## config.mk

```make
export PLATFORM = sky130hd
export DESIGN_NAME = universal_shift_reg_flat
export DESIGN_NICKNAME = d
export VERILOG_FILES = /design/src/rtl/universal_shift_reg_if.sv /design/src/rtl/universal_shift_reg.sv /design/src/flat_wrapper.sv
export SDC_FILE = /design/constraint.sdc
export NUM_CORES = 1
export LEC_CHECK = 0
export CORE_MARGIN = 4
export CORE_UTILIZATION = 30
export CTS_CLUSTER_DIAMETER = 100
export DETAILED_ROUTE_END_ITERATION = 10
export GPL_ROUTABILITY_DRIVEN = 1
export PLACE_DENSITY = 0.62
export SKIP_CTS_REPAIR_TIMING = 1
export SKIP_LAST_GASP = 1
export SLEW_MARGIN = 10
export SYNTH_ARGS = -nofsm -noshare
export SYNTH_HDL_FRONTEND = slang
export SYNTH_SLANG_ARGS = --single-unit
export TNS_END_PERCENT = 30
```

## constraint.sdc

```tcl
create_clock -name clk -period 2.1 [get_ports clk]
set_input_delay 0.63 -clock clk [delete_from_list [all_inputs] [get_ports clk]]
set_output_delay 0.63 -clock clk [all_outputs]
set_load 0.02 [all_outputs]
```

## src/rtl/universal_shift_reg_if.sv

```systemverilog
// Bundle of the control, data and status signals of universal_shift_reg.
// The master modport drives the controls; the slave modport is the register side.
interface universal_shift_reg_if #(
  parameter int WIDTH = 8
) ();
  localparam int CW = $clog2(WIDTH + 1);

  logic             en;
  logic [1:0]       mode;
  logic             sin_right;
  logic             sin_left;
  logic             rotate;
  logic [WIDTH-1:0] pdata_in;
  logic [WIDTH-1:0] q;
  logic             sout_right;
  logic             sout_left;
  logic [CW-1:0]    bit_cnt;
  logic             frame_done;

  modport master (
    output en, mode, sin_right, sin_left, rotate, pdata_in,
    input  q, sout_right, sout_left, bit_cnt, frame_done
  );

  modport slave (
    input  en, mode, sin_right, sin_left, rotate, pdata_in,
    output q, sout_right, sout_left, bit_cnt, frame_done
  );
endinterface

```

## src/rtl/universal_shift_reg.sv

```systemverilog
// Universal shift register (hold / shift right / shift left / parallel load) with a
// saturating shift counter and frame-done pulse. Define ROTATE_EN to enable rotation.
module universal_shift_reg #(
  parameter int               WIDTH       = 8,
  parameter logic [WIDTH-1:0] RESET_VALUE = '0
) (
  input  logic                  clk,
  input  logic                  reset,
  universal_shift_reg_if.slave  bus
);
  localparam int CW = $clog2(WIDTH + 1);

  typedef enum logic [1:0] {
    MODE_HOLD  = 2'b00,
    MODE_RIGHT = 2'b01,
    MODE_LEFT  = 2'b10,
    MODE_LOAD  = 2'b11
  } mode_e;

  logic [WIDTH-1:0] q_q, q_d;
  logic [CW-1:0]    bit_cnt_q, bit_cnt_d;
  logic             frame_done_q, frame_done_d;
  logic             right_in, left_in;
  mode_e            mode;

  assign mode = mode_e'(bus.mode);

`ifdef ROTATE_EN
  assign right_in = bus.rotate ? q_q[0]       : bus.sin_right;
  assign left_in  = bus.rotate ? q_q[WIDTH-1] : bus.sin_left;
`else
  logic unused_rotate;
  assign unused_rotate = bus.rotate;
  assign right_in      = bus.sin_right;
  assign left_in       = bus.sin_left;
`endif

  always_comb begin
    q_d          = q_q;
    bit_cnt_d    = bit_cnt_q;
    frame_done_d = 1'b0;
    if (bus.en) begin
      case (mode)
        MODE_RIGHT: q_d = {right_in, q_q[WIDTH-1:1]};
        MODE_LEFT:  q_d = {q_q[WIDTH-2:0], left_in};
        MODE_LOAD: begin
          q_d       = bus.pdata_in;
          bit_cnt_d = '0;
        end
        default: ;
      endcase
      // Both shift directions advance the same counter; it saturates at WIDTH.
      if ((mode == MODE_RIGHT || mode == MODE_LEFT) && bit_cnt_q != CW'(WIDTH)) begin
        bit_cnt_d    = bit_cnt_q + CW'(1);
        frame_done_d = (bit_cnt_q == CW'(WIDTH - 1));
      end
    end
  end

  always_ff @(posedge clk or negedge reset) begin
    if (!reset) begin
      q_q          <= RESET_VALUE;
      bit_cnt_q    <= '0;
      frame_done_q <= 1'b0;
    end else begin
      q_q          <= q_d;
      bit_cnt_q    <= bit_cnt_d;
      frame_done_q <= frame_done_d;
    end
  end

  assign bus.q          = q_q;
  assign bus.sout_right = q_q[0];
  assign bus.sout_left  = q_q[WIDTH-1];
  assign bus.bit_cnt    = bit_cnt_q;
  assign bus.frame_done = frame_done_q;
endmodule

```

## src/flat_wrapper.sv

```systemverilog
// flat-port wrapper written by rule: the top's interface ports become plain ports
module universal_shift_reg_flat 
#(
  parameter int               WIDTH       = 8,
  parameter logic [WIDTH-1:0] RESET_VALUE = '0
)
  (clk, reset, bus_en, bus_mode, bus_sin_right, bus_sin_left, bus_rotate, bus_pdata_in, bus_q, bus_sout_right, bus_sout_left, bus_bit_cnt, bus_frame_done);
  universal_shift_reg_if #(.WIDTH(WIDTH)) bus_i ();
  input  logic clk;
  input  logic reset;
  input wire logic [$bits(bus_i.en)-1:0] bus_en;
  input wire logic [$bits(bus_i.mode)-1:0] bus_mode;
  input wire logic [$bits(bus_i.sin_right)-1:0] bus_sin_right;
  input wire logic [$bits(bus_i.sin_left)-1:0] bus_sin_left;
  input wire logic [$bits(bus_i.rotate)-1:0] bus_rotate;
  input wire logic [$bits(bus_i.pdata_in)-1:0] bus_pdata_in;
  output wire logic [$bits(bus_i.q)-1:0] bus_q;
  output wire logic [$bits(bus_i.sout_right)-1:0] bus_sout_right;
  output wire logic [$bits(bus_i.sout_left)-1:0] bus_sout_left;
  output wire logic [$bits(bus_i.bit_cnt)-1:0] bus_bit_cnt;
  output wire logic [$bits(bus_i.frame_done)-1:0] bus_frame_done;
  assign bus_i.en = bus_en;
  assign bus_i.mode = bus_mode;
  assign bus_i.sin_right = bus_sin_right;
  assign bus_i.sin_left = bus_sin_left;
  assign bus_i.rotate = bus_rotate;
  assign bus_i.pdata_in = bus_pdata_in;
  assign bus_q = bus_i.q;
  assign bus_sout_right = bus_i.sout_right;
  assign bus_sout_left = bus_i.sout_left;
  assign bus_bit_cnt = bus_i.bit_cnt;
  assign bus_frame_done = bus_i.frame_done;
  universal_shift_reg #(.WIDTH(WIDTH), .RESET_VALUE(RESET_VALUE)) u_core (.clk(clk), .reset(reset), .bus(bus_i));
endmodule
```

# Word level (Yosys, flattened, before mapping)
# Cells that the tools add are included.
# op_classes
n_addsub	1
muxes	5
eq_ne	5
n_reduce_logical	6
# op_table
operator	n
$pmux 8 s3	1
$mux 4	2
$add 4x1->4 const B	1
$eq 2x2->1 const B	2
$eq 4x3->1 const B	1
$ne 4x4->1 const B	1
$reduce_and 2->1	2
$reduce_bool 3->1	1
$eq 2x1->1 const B	1
$mux 1	2
$reduce_bool 2->1	1
$logic_and 1x1->1	1
$logic_or 1x1->1	1
# totals
word_cells	20
register_bits	13
out_inout_bits	15

# Logic depth before layout (Yosys ltp)
# Gate-level depths: netlist of the first run.
# logic_depth
word_depth	5
mapped_depth	6
ltp_nobuf	5

# Worst setup path after synthesis of the first run
# OpenSTA, ideal clock, no wires.
# synth_path
path_kind	in2reg
startpoint	input bus_mode[0]
endpoint	register u_core.bit_cnt_q[3] (netlist: u_core.bus.bit_cnt[3])
path_stages	5
path_slack_ps	533
required_time_ps	2013
arrival_time_ps	1481
path_cell_list	inv_1 ha_1 nand2_1 or2_4 o211ai_1
# synth_via
elab_chain_len	5
word_cells_on_any_way	8
classes_between	3 x eq/ne; 1 x mux; 4 x reduce/logical
# synth_lines
item	line_no	rtl
start, declared	flat_wrapper.sv:12	input wire logic [$bits(bus_i.mode)-1:0] bus_mode;
$eq 2x1->1 / $eq 2x2->1 (equally long branches)	universal_shift_reg.sv:53	if ((mode == MODE_RIGHT || mode == MODE_LEFT) && bit_cnt_q != CW'(WIDTH)) begin
$logic_or 1x1->1	universal_shift_reg.sv:53	
$logic_and 1x1->1	universal_shift_reg.sv:53	
$reduce_bool 2->1 (no line)	n/a	
$reduce_and 2->1 (no line)	n/a	
end signal, assigned	universal_shift_reg.sv:67	bit_cnt_q <= bit_cnt_d;
end, declared	universal_shift_reg.sv:21	logic [CW-1:0] bit_cnt_q, bit_cnt_d;
# Parallel ways exist; a longest one is shown, timed or not.
# A chain may end at the register's enable or synchronous reset.

# Final worst setup path of the first run
# layout_path
startpoint	register u_core.bit_cnt_q[2] (netlist: u_core.bus.bit_cnt[2])
endpoint	output bus_bit_cnt[2]
# layout_rtl
item	line_no	rtl
end, declared	flat_wrapper.sv:20	output wire logic [$bits(bus_i.bit_cnt)-1:0] bus_bit_cnt;
# No word-level cell between the ends.

==> summary.txt, run 1 <==
Outcome
  – Status: complete, no violations

STA
  – Unrepaired setup endpoints after global routing: false
  – Setup TNS: 0 ps
  – Highest clock rate: 497 MHz
  – Least-Margin Pin Slew: 332 ps
  – Final setup margin: 87.6 ps
  – Fin. max-slew vios: 0
  – Final cycle utilization of the critical path: 95.8%
  – Final Critical Period: 2010 ps
  – Number of setup violations in the final report: 0
  – Final hold violations: 0
  – Final Skew: 6.29 ps
  – Slew headroom: 77.9%

Drt
  – Vias per cell: 4.98
  – DR iter-0 viols: 11
  – DR vias: 717
  – Final ANT Viol Nets: 0
  – Drt drc: 0
  – Post-Route WL: 1880 um
  – Pre-antenna DRT Iters: 4
  – WL/cell: 13.1 um

Floorplan
  – Site Rows: 17
  – Initial Utilization: 32.6%
  – I/O Pins: 31
  – Die Y-Extent: 58.0 um
  – Die Area: 0.00336 mm^2
  – Die X-Extent: 58.0 um
  – Core Region: 0.00230 mm^2

Synthesis
  – Netlist cell types: 23
  – Post-synth top flop: dfrtp_1
  – Async SR Flop Fraction: 100%
  – FF+latch count, synth: 13
  – Mean post-synth cell area: 9.25 um^2
  – Most instantiated cells after synthesis: dfrtp_1 (13), nand2_1 (13), a21oi_1 (8), a22o_1 (8), o21ai_0 (8)
  – Top-area cell type share of the netlist area: 43.4%
  – Synth area leader: dfrtp_1
  – Mapped Nets: 102
  – Mapped Area: 749 um^2
  – Synth Warn #: 0
  – Sequential area share after synthesis: 43.4%
  – Top post-synthesis cells by area: dfrtp_1 (43%), a22o_1 (9.3%), ha_1 (8.3%)
  – Post-synth EDFFs: 0
  – Post-Syn Instances: 81

Setup path
  – Worst-path cell chain: clkdlybuf4s50_1
  – CP delay by family, top: buffers and inverters
  – Crit Path Class: reg2out
  – Max FO, Critical Path: 7
  – Critical path arrival: 1380 ps
  – CP peak stage delay: 640 ps
  – Worst path buffer plus inverter count: 1
  – Critical Path Start Type: flip-flop
  – Crit end category: output pin
  – CP max-delay cell: clkdlybuf4s50_1
  – Critical Path RT: 1470 ps

Placed design
  – Place WS: -109 ps
  – Hpwl dp: 1430 um
  – Port buffer count: 29
  – RePlAce Congestion: 0.799

Power and ir drop
  – Leak: 0.000497 uW
  – IR drop worst, VDD: 0.658 mV
  – Pwr per Cell Area: 868 mW/mm^2

Layout
  – P&R area growth vs syn: 50.3%
  – Fillers: 226
  – Diode count: 0
  – Multi-input logic area: 378 um^2
  – Final nets: 138
  – Layout cells sized above 1: 11.2%
  – Reg area: 325 um^2

GRT
  – First-pass GRT wire length: 3280 um
  – GRT Total Usage: 12.3%
  – Initial antenna violation count: 0
  – Grt total ovfl: 0
  – Vias in the first global route: 731
  – Pin count of the biggest net entering global routing: 17

CTS
  – Worst skew pair latency: 280 ps
  – Worst-path clk slew: 90 ps
  – Clock Sinks: 13
  – Htree depth: 1
  – CTS tree: yes
  – CTS Buffer Depth: 2
  – Root Buffer: clkbuf_4
  – CTS buffer count: 3

Min path
  – Hold Crit Class: reg2reg

Run
  – Max-cap viol count: 0
per-layer routing:
metal	vias up	share of wire, %	track usage [%]
met4	0	0	1.99
met1	327	45	15.4
met5	-	0	0
met3	0	8.2	5.79
li1	356	-	-
met2	34	47	19.7
cell usage in the layout, fill, tap and decap left out, drive strengths merged:
cell type	count
nand3	2
a21oi	8
or2	1
clkdlybuf4s50	29
and3b	1
nand4b	1
or3	1
o211ai	4
inv	5
mux2i	1
nand2b	2
nor2	1
ha	5
o21ai	9
nor3	1
dfrtp	13
buf	7
clkbuf	4
nand2	13
a22o	8
flip-flops by register name (all words and copies together) (netlist names):
name,count
u_core.bus.q,8
u_core.bus.bit_cnt,4
u_core.bus.frame_done,1
power breakdown:
| group | leakage, uW | internal (uW) | switching [uW] |
|---|---|---|---|
| logic | 0.000313 | 221 | 206 |
| registers | 0.000169 | 310 | 81.6 |
| clock network | 0.0000150 | 73.6 | 84.6 |
per-stage QoR:
step	instance area [um^2]	utilization, %	instances	hold WS (ps)	total power [uW]
after floorplan	749	-	81	334	610
after CTS	1130	49.0	144	547	990
after global routing	1130	49.0	144	584	1050
after global placement	1100	47.9	140	521	815
final	1130	49.0	144	528	977
after detailed placement	1100	47.9	140	521	825
worst register-to-register path, cell delays in order (launching register included):
cell	delay, ps
dfrtp_1	450
inv_1	70
ha_1	180
and3b_1	200
or2_4	260
o211ai_1	170
logic make-up after synthesis:
logic type	count (synthesis)	synth area share, %
flops	13	43.4
compound gates	29	25.4
mux	1	1.34
simple gates	23	15.4
fa+ha+maj	5	8.35
buf+inv	10	6.18
area by class of cell:
type,count,area share [%]
clock buffers,4,2.33
inverters,5,1.67
multi-input cells,58,33.6
flip-flops and latches,13,28.9
well taps,28,3.11
repair buffers,36,30.4
path summary, 6_finish.rpt:
path	start	depth (start not counted)	slack, ps	to
max	u_core.bus.bit_cnt[2]	1	90	bus_bit_cnt[2]
min	u_core.bus.bit_cnt[3]	1	530	u_core.bus.frame_done
max reg2reg	u_core.bus.bit_cnt[0]	5	690	u_core.bus.bit_cnt[3]
min reg2reg	u_core.bus.bit_cnt[3]	1	530	u_core.bus.frame_done
max in group asynchronous	reset	2	1280	u_core.bus.bit_cnt[3]
min in group asynchronous	reset	2	660	u_core.bus.frame_done
(Power assumes the default switching activity.)
==> inputs of run 2 (changes only) <==
--- a/config.mk
+++ b/config.mk
@@ -5,7 +5,7 @@
 export SDC_FILE = /design/constraint.sdc
 export NUM_CORES = 1
 export LEC_CHECK = 0
-export CORE_MARGIN = 4
+export CORE_MARGIN = 10
 export CORE_UTILIZATION = 30
 export CTS_CLUSTER_DIAMETER = 100
 export DETAILED_ROUTE_END_ITERATION = 10
==> summary.txt, run 2 (synthesis gave the netlist of run 1 again) <==
Layout
  – Diode count: 0 (unchanged)
  – Commonest non-fill, non-tap cell in the layout: clkdlybuf4s50_1 (unchanged)
  – Layout cells sized above 1: 9.65% (was 11.2%)
  – P&R area growth vs syn: 48.6% (was 50.3%)
  – Final nets: 136 (was 138)
  – Number of flip-flops in the largest register: 8 (unchanged)
  – Most frequent cells in the layout: clkdlybuf4s50_1 (29), nand2_1 (13), dfrtp_1 (13) (unchanged)

Floorplan
  – I/O Pins: 31 (unchanged)
  – Die Area: 0.00490 mm^2 (was 0.00336 mm^2)
  – Die X-Extent: 70.0 um (was 58.0 um)
  – Die Y-Extent: 70.0 um (was 58.0 um)
  – Initial Utilization: 30.8% (was 32.6%)
  – Site Rows: 18 (was 17)
  – Core Region: 0.00243 mm^2 (was 0.00230 mm^2)

STA
  – Final hold violations: 0 (unchanged)
  – Final Skew: 4.31 ps (was 6.29 ps)
  – Hold slack final: 542 ps (was 528 ps)
  – Number of setup violations in the final report: 0 (unchanged)
  – Final Critical Period: 2000 ps (was 2010 ps)
  – Unrepaired setup endpoints after global routing: false (unchanged)
  – Highest clock rate: 500 MHz (was 497 MHz)
  – Fin. max-slew vios: 0 (unchanged)
  – Slew headroom: 58.4% (was 77.9%)
  – Final cycle utilization of the critical path: 95.1% (was 95.8%)
  – Least-Margin Pin Slew: 622 ps (was 332 ps)

Setup path
  – Worst path buffer plus inverter count: 1 (unchanged)
  – CP peak stage delay: 650 ps (was 640 ps)
  – R2R setup slack: 680 ps (was 690 ps)
  – Critical Path Start Type: flip-flop (unchanged)
  – CP max-delay cell: clkdlybuf4s50_1 (unchanged)
  – Critical path arrival: 1370 ps (was 1380 ps)
  – Crit end category: output pin (unchanged)
  – Max FO, Critical Path: 7 (unchanged)
  – Critical Path RT: 1470 ps (about the same)
  – Crit Path Class: reg2out (unchanged)
  – CP delay by family, top: buffers and inverters (unchanged)
  – Worst-path cell chain: clkdlybuf4s50_1 (unchanged)

Run
  – Max-cap viol count: 0 (unchanged)

GRT
  – First-pass GRT wire length: 3490 um (was 3280 um)
  – GRT Total Usage: 8.49% (was 12.3%)
  – Vias in the first global route: 742 (was 731)
  – Grt total ovfl: 0 (unchanged)
  – Pin count of the biggest net entering global routing: 17 (unchanged)
  – Initial antenna violation count: 0 (unchanged)

Power and ir drop
  – Pwr per Cell Area: 870 mW/mm^2 (was 868 mW/mm^2)
  – Overall power: 968 uW (was 977 uW)
  – IR drop worst, VDD: 0.536 mV (was 0.658 mV)
  – Leak: 0.000488 uW (was 0.000497 uW)

CTS
  – Worst skew pair latency: 270 ps (was 280 ps)
  – Worst-path clk slew: 80 ps (was 90 ps)
  – CTS Buffer Depth: 2 (unchanged)
  – Root Buffer: clkbuf_4 (unchanged)
  – Htree depth: 1 (unchanged)
  – CTS buffer count: 3 (unchanged)
  – CTS tree: yes (unchanged)
  – Clock Sinks: 13 (unchanged)

Drt
  – Pre-antenna DRT Iters: 4 (unchanged)
  – DR vias: 694 (was 717)
  – Drt drc: 0 (unchanged)
  – DR iter-0 viols: 37 (was 11)
  – Vias per cell: 4.82 (was 4.98)
  – Final ANT Viol Nets: 0 (unchanged)
  – Post-Route WL: 2040 um (was 1880 um)
  – WL/cell: 14.2 um (was 13.1 um)

Outcome
  – Status: complete, no violations (unchanged)

Min path
  – Hold Crit Class: reg2reg (unchanged)

Placed design
  – RePlAce Congestion: 0.799 (unchanged)
  – Port buffer count: 29 (unchanged)
run 2: through the flow:
stage	area [um^2]	utilization, %	setup slack, ps	TNS [ps]	cells
floorplan	749	-	533	0	81
global placement	1090	44.7	-47.7	-142	140
detailed placement	1090	44.7	-114	-370	140
CTS	1110	45.8	83.3	0	144
global route	1110	45.8	42.9	0	144
finish	1110	45.8	102	0	144
run 2: worst paths after layout:
kind                                  startpoint               endpoint  cells after the start
hold reg to reg                  u_core.bus.q[5]        u_core.bus.q[5]                      2
max in group asynchronous                  reset        u_core.bus.q[5]                      1
setup / recovery           u_core.bus.bit_cnt[2]         bus_bit_cnt[2]                      1
min in group asynchronous                  reset        u_core.bus.q[1]                      1
setup reg to reg           u_core.bus.bit_cnt[0]  u_core.bus.bit_cnt[3]                      5
hold / removal                   u_core.bus.q[5]        u_core.bus.q[5]                      2
run 2: per-layer routing:
| layer | wire length, um | GRT usage, % | vias to the layer above |
|---|---|---|---|
| met1 | 982 | 10.3 | 317 |
| met3 | 177 | 3.81 | 0 |
| li1 | - | - | 354 |
| met2 | 880 | 13.0 | 23 |
| met4 | 0 | 2.63 | 0 |
| met5 | 0 | 0 | - |
run 2: layout make-up:
type	instances	area [um^2]
multi-input cells	58	378
fillers	258	1320
inverters	5	18.8
clock buffers	4	26.3
repair buffers	34	328
well taps	30	37.5
flip-flops and latches	13	325
run 2: where the power goes:
| group | switching (uW) | total [uW] | internal, uW |
|---|---|---|---|
| sequential | 79.0 | 389 | 310 |
| combinational | 210 | 428 | 219 |
| clock | 77.0 | 150 | 73.4 |
| total | 366 | 968 | 603 |
==> RTL change: new RTL, config.mk and constraints of run 2 <==
Add a define of `ROTATE_EN`.
--- a/src/rtl/universal_shift_reg.sv
+++ b/src/rtl/universal_shift_reg.sv
@@ -1,5 +1,7 @@
 // Universal shift register (hold / shift right / shift left / parallel load) with a
 // saturating shift counter and frame-done pulse. Define ROTATE_EN to enable rotation.
+`define ROTATE_EN
+
 module universal_shift_reg #(
   parameter int               WIDTH       = 8,
   parameter logic [WIDTH-1:0] RESET_VALUE = '0
Formal check against the unedited RTL: not equivalent (a bounded check fails within 4 cycles, from zero or initial values and one cycle with reset low).
==> RTL change against run 2 <==
Routed wire length rose by 4.5%; synthesized area grew 4.0%; setup slack got worse by 0.017 ns; core utilization rose by 1.0 points; total power grew 2.8%; combinational power grew 3%; critical path type unchanged; fmax is 0.85% lower; design area up 4.2%; critical endpoint is now bus_bit_cnt[0]; count of clock-buffer cells in the layout unchanged; sequential cell count unchanged.
==> RTL change: results (changes against run 2) <==
----------------------------------------------------
[GRT]
  Maximum number of pins on one net before global-route repair ... 17 (unchanged)
  All-layer global routing usage ... 0.0819 (was 0.0849)
  Met3 Use GR ... 0.0404 (was 0.0381)
  GR Util met1 ... 0.105 (was 0.103)
  Number of global-route vias before repair ... 727 (was 742)
  Met2 global-route usage ... 0.119 (was 0.130)

[Clocking]
  Number of buffers added by the clock tree synthesis step ... 3 (unchanged)

[Detailed routing]
  Detailed route wirelength on metal3 ... 185 µm (was 177 µm)
  Sum of met2 wire segment lengths after detailed routing ... 916 µm (was 880 µm)
  Routed length per instance ... 14.4 µm (was 14.2 µm)
  Uppermost layer routed ... met4 (was met3)

[Worst setup path]
  Biggest fanout along the worst timing path ... 6 (was 7)

[Synth]
  Synthesized-area fraction occupied by ao, oa, aoi and oai cells ... 0.238 (was 0.254)
  Synth cell types ... 24 (was 23)
  Post-Synth Adder-Cell Area ... 0.0803 (was 0.0835)
  Mean instance size in the synthesized netlist ... 9.39 µm² (was 9.25 µm²)
  Commonest cells in the synthesized netlist ... dfrtp_1, nand2_1, o21ai_0 (was dfrtp_1, nand2_1, a21oi_1, a22o_1, o21ai_0)
  Sequential element share of the synthesized area ... 0.417 (was 0.434)
  Cell types occupying the most area after synthesis ... dfrtp_1, ha_1, a22o_1, nand2_1, o21ai_0 (was dfrtp_1, a22o_1, ha_1, nand2_1, a21oi_1)

[Place]
  Weighted congestion at the end of routability-driven global placement ... 0.861 (was 0.799)
  Post-Place Cells ... 144 (was 140)
  Pre-CTS setup slack ... -0.0969 ns (was -0.114 ns)
  Buffers added on ports ... 30 (was 29)

[Power and ir drop]
  Leakage power figure ... 0.505 nW (was 0.488 nW)
  Reported clock group power ... 0.000156 W (was 0.000150 W)
  Relative contribution of sequential cells to total power ... 0.399 (was 0.402)
  Net switching power ... 0.000381 W (was 0.000366 W)
  Power attributed to sequential cells ... 0.000397 W (was 0.000389 W)

[Final layout]
  Fin cells ... 148 (was 144)
  Layout cell share with drive strength beyond 1 ... 0.119 (was 0.0965)

[STA]
  Slew at the pin closest to its max-slew limit ... 0.379 ns (was 0.622 ns)

[Run status]
  Run status ... finished clean (unchanged)

----------------------------------------------------
RTL change: path summary, 6_finish.rpt:
path | startpoint | end | slack (ns) | cells past startpoint
setup / recovery | u_core.bus.bit_cnt[0] | bus_bit_cnt[0] | 0.08 | 1
hold / removal | u_core.bus.q[6] | u_core.bus.q[6] | 0.55 | 2
setup reg to reg | u_core.bus.bit_cnt[0] | u_core.bus.bit_cnt[3] | 0.68 | 5
hold reg to reg | u_core.bus.q[6] | u_core.bus.q[6] | 0.55 | 2
max in group asynchronous | reset | u_core.bus.bit_cnt[1] | 1.28 | 2
min in group asynchronous | reset | u_core.bus.bit_cnt[0] | 0.66 | 2
RTL change: final cells by class:
| class | count | area (µm²) | area share |
|---|---|---|---|
| clock buffers | 4 | 26.3 | 0.0227 |
| inverters | 5 | 18.8 | 0.0162 |
| multi-input cells | 60 | 407 | 0.351 |
| flip-flops and latches | 13 | 325 | 0.280 |
| well taps | 30 | 37.5 | 0.0324 |
| repair buffers | 36 | 345 | 0.298 |
